$ cat src/rtl/escalonador_torneio_if.sv
// Control/result bus of the tournament scheduler.
// The master side presents START and the match results; the slave side is the scheduler.
interface escalonador_torneio_if;
  logic       START;
  logic       RES_VALID;
  logic [1:0] RES;
  logic       BUSY;
  logic       MATCH_REQ;
  logic [2:0] MATCH_IDX;
  logic [3:0] HOME;
  logic [3:0] AWAY;
  logic [3:0] PTS_A;
  logic [3:0] PTS_B;
  logic [3:0] PTS_C;
  logic [3:0] PTS_D;
  logic [3:0] V1;
  logic [3:0] V2;
  logic       DONE;
  logic       ERR;

  modport master (
    output START, RES_VALID, RES,
    input  BUSY, MATCH_REQ, MATCH_IDX, HOME, AWAY,
    input  PTS_A, PTS_B, PTS_C, PTS_D, V1, V2, DONE, ERR
  );

  modport slave (
    input  START, RES_VALID, RES,
    output BUSY, MATCH_REQ, MATCH_IDX, HOME, AWAY,
    output PTS_A, PTS_B, PTS_C, PTS_D, V1, V2, DONE, ERR
  );
endinterface

$ cat src/rtl/escalonador_torneio.sv
// Four-team round-robin scheduler: sequences six matches, accumulates league
// points and ranks first/second place (ties go to the lower-indexed team).
module escalonador_torneio #(
  parameter int unsigned WIN_PTS  = 3,
  parameter int unsigned DRAW_PTS = 1
) (
  input logic                   CLK,
  input logic                   RST,
  escalonador_torneio_if.slave  bus
);

  typedef enum logic [1:0] {ST_IDLE, ST_WAIT, ST_RANK, ST_DONE} state_t;

  state_t      state, state_n;
  logic [3:0]  pts [4];
  logic [2:0]  idx;
  logic [1:0]  rank_i;
  logic [1:0]  best, second, best_n, second_n;
  logic        sec_vld, sec_vld_n;
  logic        err;
  logic [3:0]  v1, v2;
  logic        accept, invalid;
  logic [1:0]  h_i, a_i;

  always_comb begin
    state_n = state;
    accept  = 1'b0;
    invalid = 1'b0;
    case (state)
      ST_IDLE: if (bus.START) state_n = ST_WAIT;
      ST_WAIT: begin
        if (bus.RES_VALID) begin
          if (bus.RES == 2'b11) begin
            invalid = 1'b1;
          end else begin
            accept = 1'b1;
            if (idx == 3'd5) state_n = ST_RANK;
          end
        end
      end
      ST_RANK: if (rank_i == 2'd3) state_n = ST_DONE;
      ST_DONE: state_n = ST_IDLE;
      default: state_n = ST_IDLE;
    endcase
  end

  // Fixed pairing order: A-B, A-C, A-D, B-C, B-D, C-D
  always_comb begin
    h_i = 2'd0;
    a_i = 2'd1;
    case (idx)
      3'd1: a_i = 2'd2;
      3'd2: a_i = 2'd3;
      3'd3: begin h_i = 2'd1; a_i = 2'd2; end
      3'd4: begin h_i = 2'd1; a_i = 2'd3; end
      3'd5: begin h_i = 2'd2; a_i = 2'd3; end
      default: ;
    endcase
  end

  // One team per RANK cycle; strict compares keep the earlier team on ties
  always_comb begin
    best_n    = best;
    second_n  = second;
    sec_vld_n = sec_vld;
    if (rank_i == 2'd0) begin
      best_n    = 2'd0;
      sec_vld_n = 1'b0;
    end else if (pts[rank_i] > pts[best]) begin
      second_n  = best;
      sec_vld_n = 1'b1;
      best_n    = rank_i;
    end else if (!sec_vld || (pts[rank_i] > pts[second])) begin
      second_n  = rank_i;
      sec_vld_n = 1'b1;
    end
  end

  always_ff @(posedge CLK) begin
    if (RST) begin
      state   <= ST_IDLE;
      for (int unsigned t = 0; t < 4; t++) pts[t] <= '0;
      idx     <= '0;
      rank_i  <= '0;
      best    <= '0;
      second  <= '0;
      sec_vld <= 1'b0;
      err     <= 1'b0;
      v1      <= '0;
      v2      <= '0;
    end else begin
      state <= state_n;
      case (state)
        ST_IDLE: begin
          if (bus.START) begin
            for (int unsigned t = 0; t < 4; t++) pts[t] <= '0;
            err    <= 1'b0;
            idx    <= '0;
            rank_i <= '0;
          end
        end
        ST_WAIT: begin
          if (invalid) err <= 1'b1;
          if (accept) begin
            case (bus.RES)
              2'b00: pts[h_i] <= pts[h_i] + 4'(WIN_PTS);
              2'b10: pts[a_i] <= pts[a_i] + 4'(WIN_PTS);
              default: begin
                pts[h_i] <= pts[h_i] + 4'(DRAW_PTS);
                pts[a_i] <= pts[a_i] + 4'(DRAW_PTS);
              end
            endcase
            if (idx != 3'd5) idx <= idx + 3'd1;
          end
        end
        ST_RANK: begin
          best    <= best_n;
          second  <= second_n;
          sec_vld <= sec_vld_n;
          rank_i  <= rank_i + 2'd1;
          if (rank_i == 2'd3) begin
            v1 <= 4'b0001 << best_n;
            v2 <= 4'b0001 << second_n;
          end
        end
        default: ;
      endcase
    end
  end

  assign bus.BUSY      = (state == ST_WAIT) || (state == ST_RANK);
  assign bus.MATCH_REQ = (state == ST_WAIT);
  assign bus.MATCH_IDX = idx;
  assign bus.HOME      = (state == ST_WAIT) ? (4'b0001 << h_i) : '0;
  assign bus.AWAY      = (state == ST_WAIT) ? (4'b0001 << a_i) : '0;
  assign bus.PTS_A     = pts[0];
  assign bus.PTS_B     = pts[1];
  assign bus.PTS_C     = pts[2];
  assign bus.PTS_D     = pts[3];
  assign bus.V1        = v1;
  assign bus.V2        = v2;
  assign bus.DONE      = (state == ST_DONE);
  assign bus.ERR       = err;

endmodule

$ cat src/flat_wrapper.sv
// flat-port wrapper written by rule: the top's interface ports become plain ports
module escalonador_torneio_flat 
#(
  parameter int unsigned WIN_PTS  = 3,
  parameter int unsigned DRAW_PTS = 1
)
  (CLK, RST, bus_START, bus_RES_VALID, bus_RES, bus_BUSY, bus_MATCH_REQ, bus_MATCH_IDX, bus_HOME, bus_AWAY, bus_PTS_A, bus_PTS_B, bus_PTS_C, bus_PTS_D, bus_V1, bus_V2, bus_DONE, bus_ERR);
  escalonador_torneio_if bus_i ();
  input logic CLK;
  input logic RST;
  input wire logic [$bits(bus_i.START)-1:0] bus_START;
  input wire logic [$bits(bus_i.RES_VALID)-1:0] bus_RES_VALID;
  input wire logic [$bits(bus_i.RES)-1:0] bus_RES;
  output wire logic [$bits(bus_i.BUSY)-1:0] bus_BUSY;
  output wire logic [$bits(bus_i.MATCH_REQ)-1:0] bus_MATCH_REQ;
  output wire logic [$bits(bus_i.MATCH_IDX)-1:0] bus_MATCH_IDX;
  output wire logic [$bits(bus_i.HOME)-1:0] bus_HOME;
  output wire logic [$bits(bus_i.AWAY)-1:0] bus_AWAY;
  output wire logic [$bits(bus_i.PTS_A)-1:0] bus_PTS_A;
  output wire logic [$bits(bus_i.PTS_B)-1:0] bus_PTS_B;
  output wire logic [$bits(bus_i.PTS_C)-1:0] bus_PTS_C;
  output wire logic [$bits(bus_i.PTS_D)-1:0] bus_PTS_D;
  output wire logic [$bits(bus_i.V1)-1:0] bus_V1;
  output wire logic [$bits(bus_i.V2)-1:0] bus_V2;
  output wire logic [$bits(bus_i.DONE)-1:0] bus_DONE;
  output wire logic [$bits(bus_i.ERR)-1:0] bus_ERR;
  assign bus_i.START = bus_START;
  assign bus_i.RES_VALID = bus_RES_VALID;
  assign bus_i.RES = bus_RES;
  assign bus_BUSY = bus_i.BUSY;
  assign bus_MATCH_REQ = bus_i.MATCH_REQ;
  assign bus_MATCH_IDX = bus_i.MATCH_IDX;
  assign bus_HOME = bus_i.HOME;
  assign bus_AWAY = bus_i.AWAY;
  assign bus_PTS_A = bus_i.PTS_A;
  assign bus_PTS_B = bus_i.PTS_B;
  assign bus_PTS_C = bus_i.PTS_C;
  assign bus_PTS_D = bus_i.PTS_D;
  assign bus_V1 = bus_i.V1;
  assign bus_V2 = bus_i.V2;
  assign bus_DONE = bus_i.DONE;
  assign bus_ERR = bus_i.ERR;
  escalonador_torneio #(.WIN_PTS(WIN_PTS), .DRAW_PTS(DRAW_PTS)) u_core (.CLK(CLK), .RST(RST), .bus(bus_i));
endmodule
$ cat config.mk
export PLATFORM = sky130hd
export DESIGN_NAME = escalonador_torneio_flat
export DESIGN_NICKNAME = d
export VERILOG_FILES = /design/src/rtl/escalonador_torneio_if.sv /design/src/rtl/escalonador_torneio.sv /design/src/flat_wrapper.sv
export SDC_FILE = /design/constraint.sdc
export NUM_CORES = 1
export LEC_CHECK = 0
export CAP_MARGIN = 20
export CORE_MARGIN = 2
export CORE_UTILIZATION = 54
export DETAILED_ROUTE_END_ITERATION = 8
export GPL_ROUTABILITY_DRIVEN = 0
export HOLD_SLACK_MARGIN = 0.12
export PLACE_DENSITY = 0.8
export SYNTH_ARGS = -nofsm -noshare
export SYNTH_HDL_FRONTEND = slang
export SYNTH_SLANG_ARGS = --single-unit
export TNS_END_PERCENT = 10
$ cat constraint.sdc
create_clock -name CLK -period 3 [get_ports CLK]
set_input_delay 0.9 -clock CLK [delete_from_list [all_inputs] [get_ports CLK]]
set_output_delay 0.9 -clock CLK [all_outputs]
set_load 0.02 [all_outputs]
==> out/metrics.yaml, run 1 <==
outcome: "finished, final reports clean"
htree_levels: 2
cts_hold_buf: 0
die_w_um: 77.5
synth-edff-count: 16
ys_ff_latch: 43
cts_tree: "yes"
synth_seq_area_share_pct: 35.0
synth_top_area_share_pct: 18.5
diodes: 0
area_delta_synth_final_pct: 27.4
clkPwrFrac_pct: 16.5
grt_usage_pct: 27.4
drt-total-wl_um: 7960
crit_path_top_delay_cell: "clkdlybuf4s50_1"
cts_buffers: 5
clkLatencyLatePin_ns: 0.31
slowest_delay_ns: 0.60
drive_gt1_share_pct: 18.4
vias: 2707
drtPass1Iterations: 5
fillers: 397
avgSynthCellArea_sq_um: 9.56
cell_internal_pwr_w: 0.00141
r2r_end: "u_core.bus.V2[2]$_SDFFE_PP0P_"
synth_top_family_by_area: "simple AND/OR/NAND/NOR gates"
ys_types: 53
drc: 0
cts_buffer_depth: 2
slew_headroom_pct: 61.4
setup_viol: 0
crit_arrival_ns: 2.00
tightest_slew_ns: 0.573
post-route-period-util_pct: 96.7
path_class: "flop to primary output"
grt-ovfl-total: 0
hold_depth: 2
clock-sinks: 43
cap_violations: 0
path_clk_slew_ns: 0.09
post-place-ws_ns: -0.201
synth_xor_area_share_pct: 1.50
vias_per_cell: 6.10
holdPathEnd: "u_core.bus.V2[3]$_SDFFE_PP0P_"
start_util_pct: 56.4
hold_violations: 0
hold_start: "u_core.bus.V2[3]$_SDFFE_PP0P_"
p_leak_nw: 1.43
postRouteAntennaNets: 0
synth_adder_area_share_pct: 10.4
synthMuxAreaShare_pct: 13.1
path_cells: "inv_1 > ha_2 > and2_2 > and3_1 > clkdlybuf4s50_1"
grt_max_degree: 25
drt_iter0_markers: 158
fin_crit_ns: 2.90
whs_ns: 0.460
crit_fanout: 7
rr_worst_depth: 8
grt_pass1_wl_um: 13000
pwr-share-comb_pct: 51.4
crit_path_start_kind: "flop"
p_per_area_mw_per_mm2: 659
core_sq_mm: 0.00517
antenna_found_initial: 0
async_flop_share_pct: 0
fin_nets: 402
switching_share_pct: 42.4
endpoint_kind: "primary output"
wl_per_cell_um: 17.9
rsz0062_at_grt: "true"
min_path_type: "flop to flop"
synth_nets: 334
synth_warnings: 0
ys_top_cells_by_area: "dfxtp_1 (19%), edfxtp_1 (16%), mux4_2 (9.3%)"
final_util_pct: 71.8
rrSetupSlack_ns: 0.11
yosysTopAreaCell: "dfxtp_1"
synthSimpleGateAreaFrac_pct: 18.8
skew_ns: 0.00848
final.setup.worst_slack_ns: 0.0976
postSynthCellCount: 305
io_pins: 45
synth_compound_area_share_pct: 16.2
pwr-share-seq_pct: 32.1
synth_area_sq_mm: 0.00292
die_y_um: 77.5
cp_data_required_time_ns: 2.10
yosys_most_used_dff: "dfxtp_1"
dpl-instance-area_sq_mm: 0.00359
die-area_sq_mm: 0.00600
place_hpwl_um: 6020
power_switching_w: 0.00104
postLayoutCellArea_sq_mm: 0.00371
numPortBuffers: 43
finalMaxSlewViolations: 0
rr_startpoint: "u_core.pts[3][2]$_DFFE_PP_"
rows: 26
vdd_drop_max_uv: 394
fmax_mhz: 345
ctsRootBufferMaster: "clkbuf_8"
grt_pass1_vias: 2647
-- cell usage in the layout, fill, tap and decap left out, types with 3 or more instances in the layout --
cell type        netlist  routed
clkdlybuf4s50_1        0      37
buf_4                  2      30
nand2_1               25      25
inv_1                 23      23
nor2_1                24      23
dfxtp_1               27      23
ha_1                  21      20
a21oi_1               17      16
edfxtp_1              16      16
o21ai_0               15      14
mux4_2                12      12
o22ai_1               12      12
nand3_1               11      11
mux2i_1               10      10
nand2b_1               8       8
nor2b_1                7       7
clkbuf_8               0       5
and3_1                 4       4
nor3_1                 5       4
dfxtp_2                0       4
dlygate4sd2_1          0       4
nand3b_1               3       3
xnor2_1                3       3
o211ai_1               3       3
a41oi_1                3       3
a32oi_1                3       3
or3b_1                 3       3
-- metrics by stage --
step	TNS, ns	std cells	total power (W)
floorplan	0	305	0.00157
global placement	-0.804	434	0.00200
detailed placement	-1.25	434	0.00203
CTS	-0.00599	444	0.00242
global route	-0.0585	444	0.00257
finish	0	444	0.00245
-- power groups by stage --
stage | clock (W) | sequential (W) | combinational (W)
floorplan | 0 | 0.000826 | 0.000743
global placement | 0 | 0.000790 | 0.00121
detailed placement | 0 | 0.000791 | 0.00124
CTS | 0.000400 | 0.000779 | 0.00124
global route | 0.000418 | 0.000796 | 0.00136
finish | 0.000404 | 0.000786 | 0.00126
-- cell families (layout without fill, tap and decap cells) --
family / after synthesis / count (layout)
AND/OR/NAND/NOR: 105 / 105
AO/OA/AOI/OAI: 70 / 70
flip-flops: 43 / 43
buffers and inverters: 35 / 104
adder cells (fa/ha/maj): 23 / 23
multiplexers: 23 / 23
XOR/XNOR: 5 / 5
other: 1 / 1
-- timing repair --
item,4_1_cts,5_1_grt
setup endpoints to repair,7,15
endpoints found under the hold margin,0,0
cloned,0,0
resized for setup,9,9
pin swaps,1,1
buffers inserted,2,0
-- critical path: cells and delay by family, from the launching register on --
| kind | cells | cell delay [ns] |
|---|---|---|
| adders and majority gates | 1 | 0.25 |
| and+or+nand+nor | 2 | 0.42 |
| buffers and inverters | 2 | 0.68 |
| DFF | 1 | 0.35 |
-- layer usage --
metal / routed length, um / track usage [%] / vias up
li1: - / - / 1271
met5: 0 / 0 / -
met1: 3280 / 35.0 / 1304
met3: 569 / 5.35 / 21
met4: 166 / 8.57 / 0
met2: 3950 / 46.8 / 111
-- synthesized netlist by cell type, drive strengths merged (3+ instances only) --
cell / n
dfxtp: 27
nand2: 25
nor2: 24
inv: 23
ha: 21
a21oi: 18
edfxtp: 16
o21ai: 15
mux4: 12
o22ai: 12
nand3: 11
mux2i: 10
nand2b: 9
clkbuf: 7
nor2b: 7
buf: 5
nor3: 5
and3: 4
or3b: 4
a32oi: 3
a41oi: 3
and2: 3
nand3b: 3
o211ai: 3
xnor2: 3
-- how the worst max path moves through the flow --
stage | cells after the start | to | from | slack (ns)
after CTS | 6 | bus_HOME[2] | u_core.bus.MATCH_IDX[1]$_SDFFE_PP0P_ | -0.006
final | 5 | bus_HOME[3] | u_core.bus.MATCH_IDX[1]$_SDFFE_PP0P_ | 0.1
after detailed placement | 8 | u_core.pts[1][2]$_DFFE_PP_ | bus_RES_VALID | -0.20
after floorplan | 6 | bus_AWAY[2] | u_core.bus.MATCH_IDX[0]$_SDFFE_PP0P_ | 0.16
after global routing | 8 | u_core.bus.V2[2]$_SDFFE_PP0P_ | u_core.pts[3][2]$_DFFE_PP_ | -0.03
after global placement | 10 | u_core.pts[3][3]$_DFFE_PP_ | bus_RES_VALID | -0.15
-- final cells by class --
cell class,instances,area (sq um),share of cell area (%)
tap,70,87.6,2.36
clock buffer,5,68.8,1.85
inverter,23,86.3,2.32
clock inverter,3,22.5,0.606
sequential,43,1030,27.6
multi-input combinational,227,1770,47.6
timing repair buffer,73,654,17.6
Note: power is estimated with default switching activity, not from simulation.
==> run 2: changes to the inputs <==
--- a/config.mk
+++ b/config.mk
@@ -8,4 +8,6 @@
 export CAP_MARGIN = 20
+export CELL_PAD_IN_SITES_DETAIL_PLACEMENT = 1
+export CELL_PAD_IN_SITES_GLOBAL_PLACEMENT = 1
 export CORE_MARGIN = 2
-export CORE_UTILIZATION = 54
+export CORE_UTILIZATION = 42
 export DETAILED_ROUTE_END_ITERATION = 8
@@ -13,3 +15,3 @@
 export HOLD_SLACK_MARGIN = 0.12
-export PLACE_DENSITY = 0.8
+export PLACE_DENSITY_LB_ADDON = 0.1
 export SYNTH_ARGS = -nofsm -noshare
@@ -17,2 +19,2 @@
 export SYNTH_SLANG_ARGS = --single-unit
-export TNS_END_PERCENT = 10
+export TNS_END_PERCENT = 30
==> constraint.sdc (replaced) <==
create_clock -name CLK -period 3 [get_ports CLK]
set_input_delay 0.6 -clock CLK [delete_from_list [all_inputs] [get_ports CLK]]
set_output_delay 0.6 -clock CLK [all_outputs]
set_load 0.02 [all_outputs]
==> run 2 against run 1 <==
Net effect:
- count of clock-buffer cells in the layout rose by 1
- setup slack improved by 0.056 ns
- critical path depth rose by 4
- highest routed layer unchanged
- core utilization fell by 16 points
- flip-flop and latch count did not move
- largest power group unchanged
- combinational power rose by 7%
- cell count rose by 2.9%
- largest cell class unchanged
- power rose by 2.9%
==> out/metrics.yaml, run 2 (synthesis results as in run 1) <==
start_util_pct: 43.1  # -13 points
setup_viol: 0  # unchanged
min_path_type: "flop to flop"
diodes: 0  # unchanged
slew_headroom_pct: 59.5  # -1.9 points
skew_ns: 0.0107  # +0.00226 ns
crit_path_start_kind: "flop"
vias_per_cell: 5.88  # -3.6%
p_per_area_mw_per_mm2: 666  # +1.1%
vdd_drop_max_uv: 324  # -18%
ctsRootBufferMaster: "clkbuf_8"
area_delta_synth_final_pct: 29.6
dpl-instance-area_sq_mm: 0.00359  # about the same
final_util_pct: 55.9  # -16 points
drc: 0  # unchanged
die_y_um: 87.3  # +13%
rsz0062_at_grt: "false"
final_common_cell: "clkdlybuf4s50_1"
wl_per_cell_um: 19.7  # +10%
fmax_mhz: 351  # +2.0%
grt_usage_pct: 24.4  # -3.0 points
cts_tree: "yes"
drt_iter0_markers: 95  # -40%
outcome: "finished, final reports clean"
rows: 30  # +15%
die_w_um: 87.3  # +13%
p_leak_nw: 1.47  # +2.7%
cap_violations: 0  # unchanged
final_cell_mix: "clkdlybuf4s50_1 (39), buf_4 (33), nand2_1 (24), dfxtp_1 (24), inv_1 (23)"
cts_hold_buf: 0  # unchanged
fin_nets: 405  # +0.75%
drive_gt1_share_pct: 19.6  # +1.2 points
grt_max_degree: 25  # unchanged
postRouteAntennaNets: 0  # unchanged
grt-ovfl-total: 0  # unchanged
cts_buffer_depth: 2  # unchanged
cp_data_required_time_ns: 3.24  # +1.14 ns
postLayoutCellArea_sq_mm: 0.00378  # +1.8%
place_inst: 442  # +1.8%
hold_violations: 0  # unchanged
vias: 2687  # -0.74%
endpoint_kind: "flop"
place_hpwl_um: 6860  # +14%
path_clk_slew_ns: 0.09  # about the same
drtPass1Iterations: 4  # -1
core_sq_mm: 0.00676  # +31%
path_class: "flop to flop"
die-area_sq_mm: 0.00762  # +27%
post-route-period-util_pct: 94.9  # -1.9 points
grt_pass1_vias: 2813  # +6.3%
crit_arrival_ns: 3.09  # +1.09 ns
crit_fanout: 5  # -2
numPortBuffers: 43  # unchanged
tightest_slew_ns: 0.601  # +0.0280 ns
finalMaxSlewViolations: 0  # unchanged
htree_levels: 2  # unchanged
clkLatencyLatePin_ns: 0.30  # about the same
antenna_found_initial: 0  # unchanged
fin_crit_ns: 2.85  # -0.0562 ns
drt-total-wl_um: 9010  # +13%
cts_buffers: 5  # unchanged
final.setup.tns_ns: 0  # unchanged
instances_no_fill: 457  # +2.9%
io_pins: 45  # unchanged
grt_pass1_wl_um: 14300  # +9.8%
clock-sinks: 43  # unchanged
run 2: cell count changes in the layout (fill, tap and decap cells not counted), sizes merged:
cell           before  now
dlymetal6s2s        1    3
clkdlybuf4s15       1    0
clkbuf              5    6
inv                25   24
clkinv              0    1
buf                30   33
clkdlybuf4s50      37   39
clkinvlp            1    0
dlygate4sd2         4    1
run 2: per-stage QoR:
step	total power [W]	worst slack (ns)	hold WS (ns)
floorplan	0.00157	0.178	0.491
global placement	0.00203	0.0463	0.441
detailed placement	0.00206	0.0331	0.447
CTS	0.00244	0.00316	0.463
global route	0.00268	0.0391	0.482
finish	0.00252	0.154	0.457
run 2: timing repair:
action / CTS / global route
pin swaps: 0 / 3
gates resized for setup: 2 / 15
cloned: 0 / 0
hold endpoints to repair: 0 / 0
endpoints found under the setup margin: 3 / 12
buffers inserted: 0 / 7
run 2: report_power, final:
group,total (W),internal (W),switching [W]
registers,0.000784,0.000689,0.0000958
logic,0.00135,0.000593,0.000755
clock network,0.000385,0.000167,0.000218
total,0.00252,0.00145,0.00107
run 2: final cells by class:
| cell class | count | area (sq um) |
|---|---|---|
| tap | 80 | 100 |
| fill | 779 | 2980 |
| multi-input combinational | 227 | 1800 |
| clock buffer | 6 | 73.8 |
| inverter | 23 | 86.3 |
| clock inverter | 2 | 11.3 |
| sequential | 43 | 1020 |
| timing repair buffer | 76 | 684 |
run 2: metal layers:
| layer | wire (um) | up-vias | track usage (%) |
|---|---|---|---|
| li1 | - | 1267 | - |
| met1 | 3900 | 1343 | 32.5 |
| met2 | 4600 | 67 | 41.6 |
| met3 | 429 | 10 | 3.32 |
| met4 | 82 | 0 | 6.01 |
| met5 | 0 | - | 0 |
run 2: path summary, 6_finish.rpt:
path,startpoint,endpoint,slack (ns),cells past startpoint
setup / recovery,u_core.pts[3][2]$_DFFE_PP_,u_core.bus.V2[2]$_SDFFE_PP0P_,0.15,9
hold / removal,u_core.bus.V2[0]$_SDFFE_PP0P_,u_core.bus.V2[0]$_SDFFE_PP0P_,0.46,2
setup reg to reg,u_core.pts[3][2]$_DFFE_PP_,u_core.bus.V2[2]$_SDFFE_PP0P_,0.15,9
hold reg to reg,u_core.bus.V2[0]$_SDFFE_PP0P_,u_core.bus.V2[0]$_SDFFE_PP0P_,0.46,2
run 2: worst max-delay path, stage by stage, from the launching register on:
cell and delay [ns]:
edfxtp_1 0.45, buf_4 0.19, mux4_2 0.47, inv_1 0.07, ha_1 0.25, a41o_1 0.29, a32o_1 0.30, o221ai_2 0.24
or3b_1 0.38, a21oi_1 0.14
==> run 3: changes to the inputs <==
Settings changed: CORE_UTILIZATION 42 to 25.
==> run 3 against run 2 <==
Net effect:
- cell count up 15%
- clock power up 42%
- sequential power about the same
- via count is 1.5% lower
- power up 7.8%
- die area grew 64%
- non-clock buffer count increased by 5
- fmax is essentially flat
- critical endpoint is now u_core.bus.V2[1]$_SDFFE_PP0P_
- register-to-register slack about the same
- setup slack worse by 0.0021 ns
- sequential share of layout area down 1.2 points
- critical path depth down 1
==> out/metrics.yaml, run 3 (synthesis results as in run 1) <==
outcome: "finished, final reports clean"
htree_levels: 2  # unchanged
die_y_um: 112  # +28%
cp_data_required_time_ns: 3.22  # -0.02 ns
post-place-ws_ns: 0.0134  # -0.0197 ns
path_class: "flop to flop"
slew_headroom_pct: 57.8  # -1.7 points
final_cell_mix: "clkdlybuf4s50_1 (39), buf_4 (38), nand2_1 (24), dfxtp_1 (24)"
io_pins: 45  # unchanged
place_hpwl_um: 7680  # +12%
drc: 0  # unchanged
final_common_cell: "clkdlybuf4s50_1"
finalMaxSlewViolations: 0  # unchanged
power_switching_w: 0.00110  # +2.8%
crit_path_top_delay_cell: "mux4_2"
dpl-instance-area_sq_mm: 0.00374  # +4.3%
cts_buffer_depth: 2  # unchanged
p_leak_nw: 1.52  # +3.5%
path_cells: "mux4_2 > ha_1 > a21oi_1 > a41o_1 > a32o_1 > o221ai_2 > or3b_1 > a21oi_1"
cts_tree: "yes"
rows: 39  # +30%
vias: 2647  # -1.5%
start_util_pct: 25.5  # -18 points
vias_per_cell: 5.04  # -14%
grt_pass1_wl_um: 15600  # +9.3%
skew_ns: 0.0121  # +0.00138 ns
instances_no_fill: 525  # +15%
grt-ovfl-total: 0  # unchanged
crit_buf_inv: 0  # -2
fin_crit_ns: 2.85  # +0.00215 ns
core_sq_mm: 0.0114  # +69%
cell_internal_pwr_w: 0.00161  # +11%
ctsRootBufferMaster: "clkbuf_16"
postLayoutCellArea_sq_mm: 0.00396  # +4.8%
switching_share_pct: 40.5  # -1.9 points
pwr-share-comb_pct: 50.9  # -2.7 points
grt_usage_pct: 15.9  # -8.4 points
drt_iter0_markers: 98  # +3.2%
setup_viol: 0  # unchanged
crit_arrival_ns: 3.07  # -0.02 ns
drtPass1Iterations: 6  # +2
crit_path_start_kind: "flop"
antenna_found_initial: 0  # unchanged
cp_top_family: "compound AO/OA/AOI/OAI gates"
postRouteAntennaNets: 0  # unchanged
slowest_delay_ns: 0.54  # +0.07 ns
top_layer_used: "met4"
grt_max_degree: 25  # unchanged
tightest_slew_ns: 0.626  # +0.0247 ns
vdd_drop_max_uv: 280  # -14%
die_w_um: 112  # +28%
place_inst: 515  # +17%
cap_violations: 0  # unchanged
path_clk_slew_ns: 0.07  # -0.02 ns
met2_wirelength_um: 5120  # +11%
pwr-share-seq_pct: 28.9  # -2.3 points
drt-total-wl_um: 9750  # +8.2%
cts_buffers: 5  # unchanged
grt_pass1_vias: 2750  # -2.2%
crit_fanout: 5  # unchanged
fmax_mhz: 351  # about the same
clock-sinks: 43  # unchanged
p_per_area_mw_per_mm2: 685  # +2.8%
wl_per_cell_um: 18.6  # -5.9%
min_path_type: "flop to flop"
endpoint_kind: "flop"
fin_nets: 410  # +1.2%
wl_met3_um: 272  # -37%
cts_hold_buf: 0  # unchanged
final_util_pct: 34.7  # -21 points
post-route-period-util_pct: 94.9  # about the same
die-area_sq_mm: 0.0125  # +64%
numPortBuffers: 43  # unchanged
final.setup.worst_slack_ns: 0.152  # -0.00215 ns
whs_ns: 0.455  # -0.00149 ns
diodes: 0  # unchanged
clkPwrFrac_pct: 20.2  # +4.9 points
cp_common_cell: "a21oi_1"
m1WireLength_um: 4260  # +9.2%
rsz0062_at_grt: "true"
hold_violations: 0  # unchanged
clkLatencyLatePin_ns: 0.28  # -0.02 ns
drive_gt1_share_pct: 20.4  # +0.79 points
area_delta_synth_final_pct: 35.8
==> run 3: what timing repair did <==
| action | 4_1_cts | 5_1_grt |
|---|---|---|
| endpoints found under the setup margin | 2 | 17 |
| buffers inserted | 0 | 2 |
| hold endpoints to repair | 0 | 0 |
| pin swaps | 0 | 3 |
| resized for setup | 2 | 14 |
==> run 3: worst min-delay path: stages (launching register included) <==
cell     delay (ns)
dfxtp_1        0.31
nand2_1        0.05
a21oi_1        0.05
==> run 3: worst paths after layout <==
path | start | end | slack [ns] | depth (start not counted)
setup / recovery | u_core.pts[3][3]$_DFFE_PP_ | u_core.bus.V2[1]$_SDFFE_PP0P_ | 0.15 | 8
hold / removal | u_core.bus.V2[2]$_SDFFE_PP0P_ | u_core.bus.V2[2]$_SDFFE_PP0P_ | 0.46 | 2
setup reg to reg | u_core.pts[3][3]$_DFFE_PP_ | u_core.bus.V2[1]$_SDFFE_PP0P_ | 0.15 | 8
hold reg to reg | u_core.bus.V2[2]$_SDFFE_PP0P_ | u_core.bus.V2[2]$_SDFFE_PP0P_ | 0.46 | 2
==> run 3: area by class of cell <==
cell class              instances  area [sq um]
well taps                     143           179
clock buffers                   6           130
multi-input cells             227          1810
repair buffers                 81           722
inverters                      23          86.3
clock inverters                 2          11.3
fillers                      1339          7460
flip-flops and latches         43          1020
==> run 3: per-layer routing <==
layer  global-route usage [%]  vias up
li1                         -     1280
met1                     20.6     1310
met2                     28.3       53
met3                     2.23        4
met4                     3.66        0
met5                        0        -
==> run 3: power by group through the flow <==
stage | clock (W) | combinational, W | sequential [W]
2_1_floorplan | 0 | 0.000743 | 0.000826
3_3_place_gp | 0 | 0.00132 | 0.000794
6_report | 0.000548 | 0.00138 | 0.000784
4_1_cts | 0.000567 | 0.00133 | 0.000784
3_5_place_dp | 0 | 0.00132 | 0.000797
5_1_grt | 0.000591 | 0.00151 | 0.000797
==> run 3: metrics by stage <==
| stage | total power, W | setup TNS (ns) |
|---|---|---|
| 2_1_floorplan | 0.00157 | 0 |
| 3_3_place_gp | 0.00211 | 0 |
| 3_5_place_dp | 0.00212 | 0 |
| 4_1_cts | 0.00268 | 0 |
| 5_1_grt | 0.00290 | -0.0816 |
| 6_report | 0.00271 | 0 |
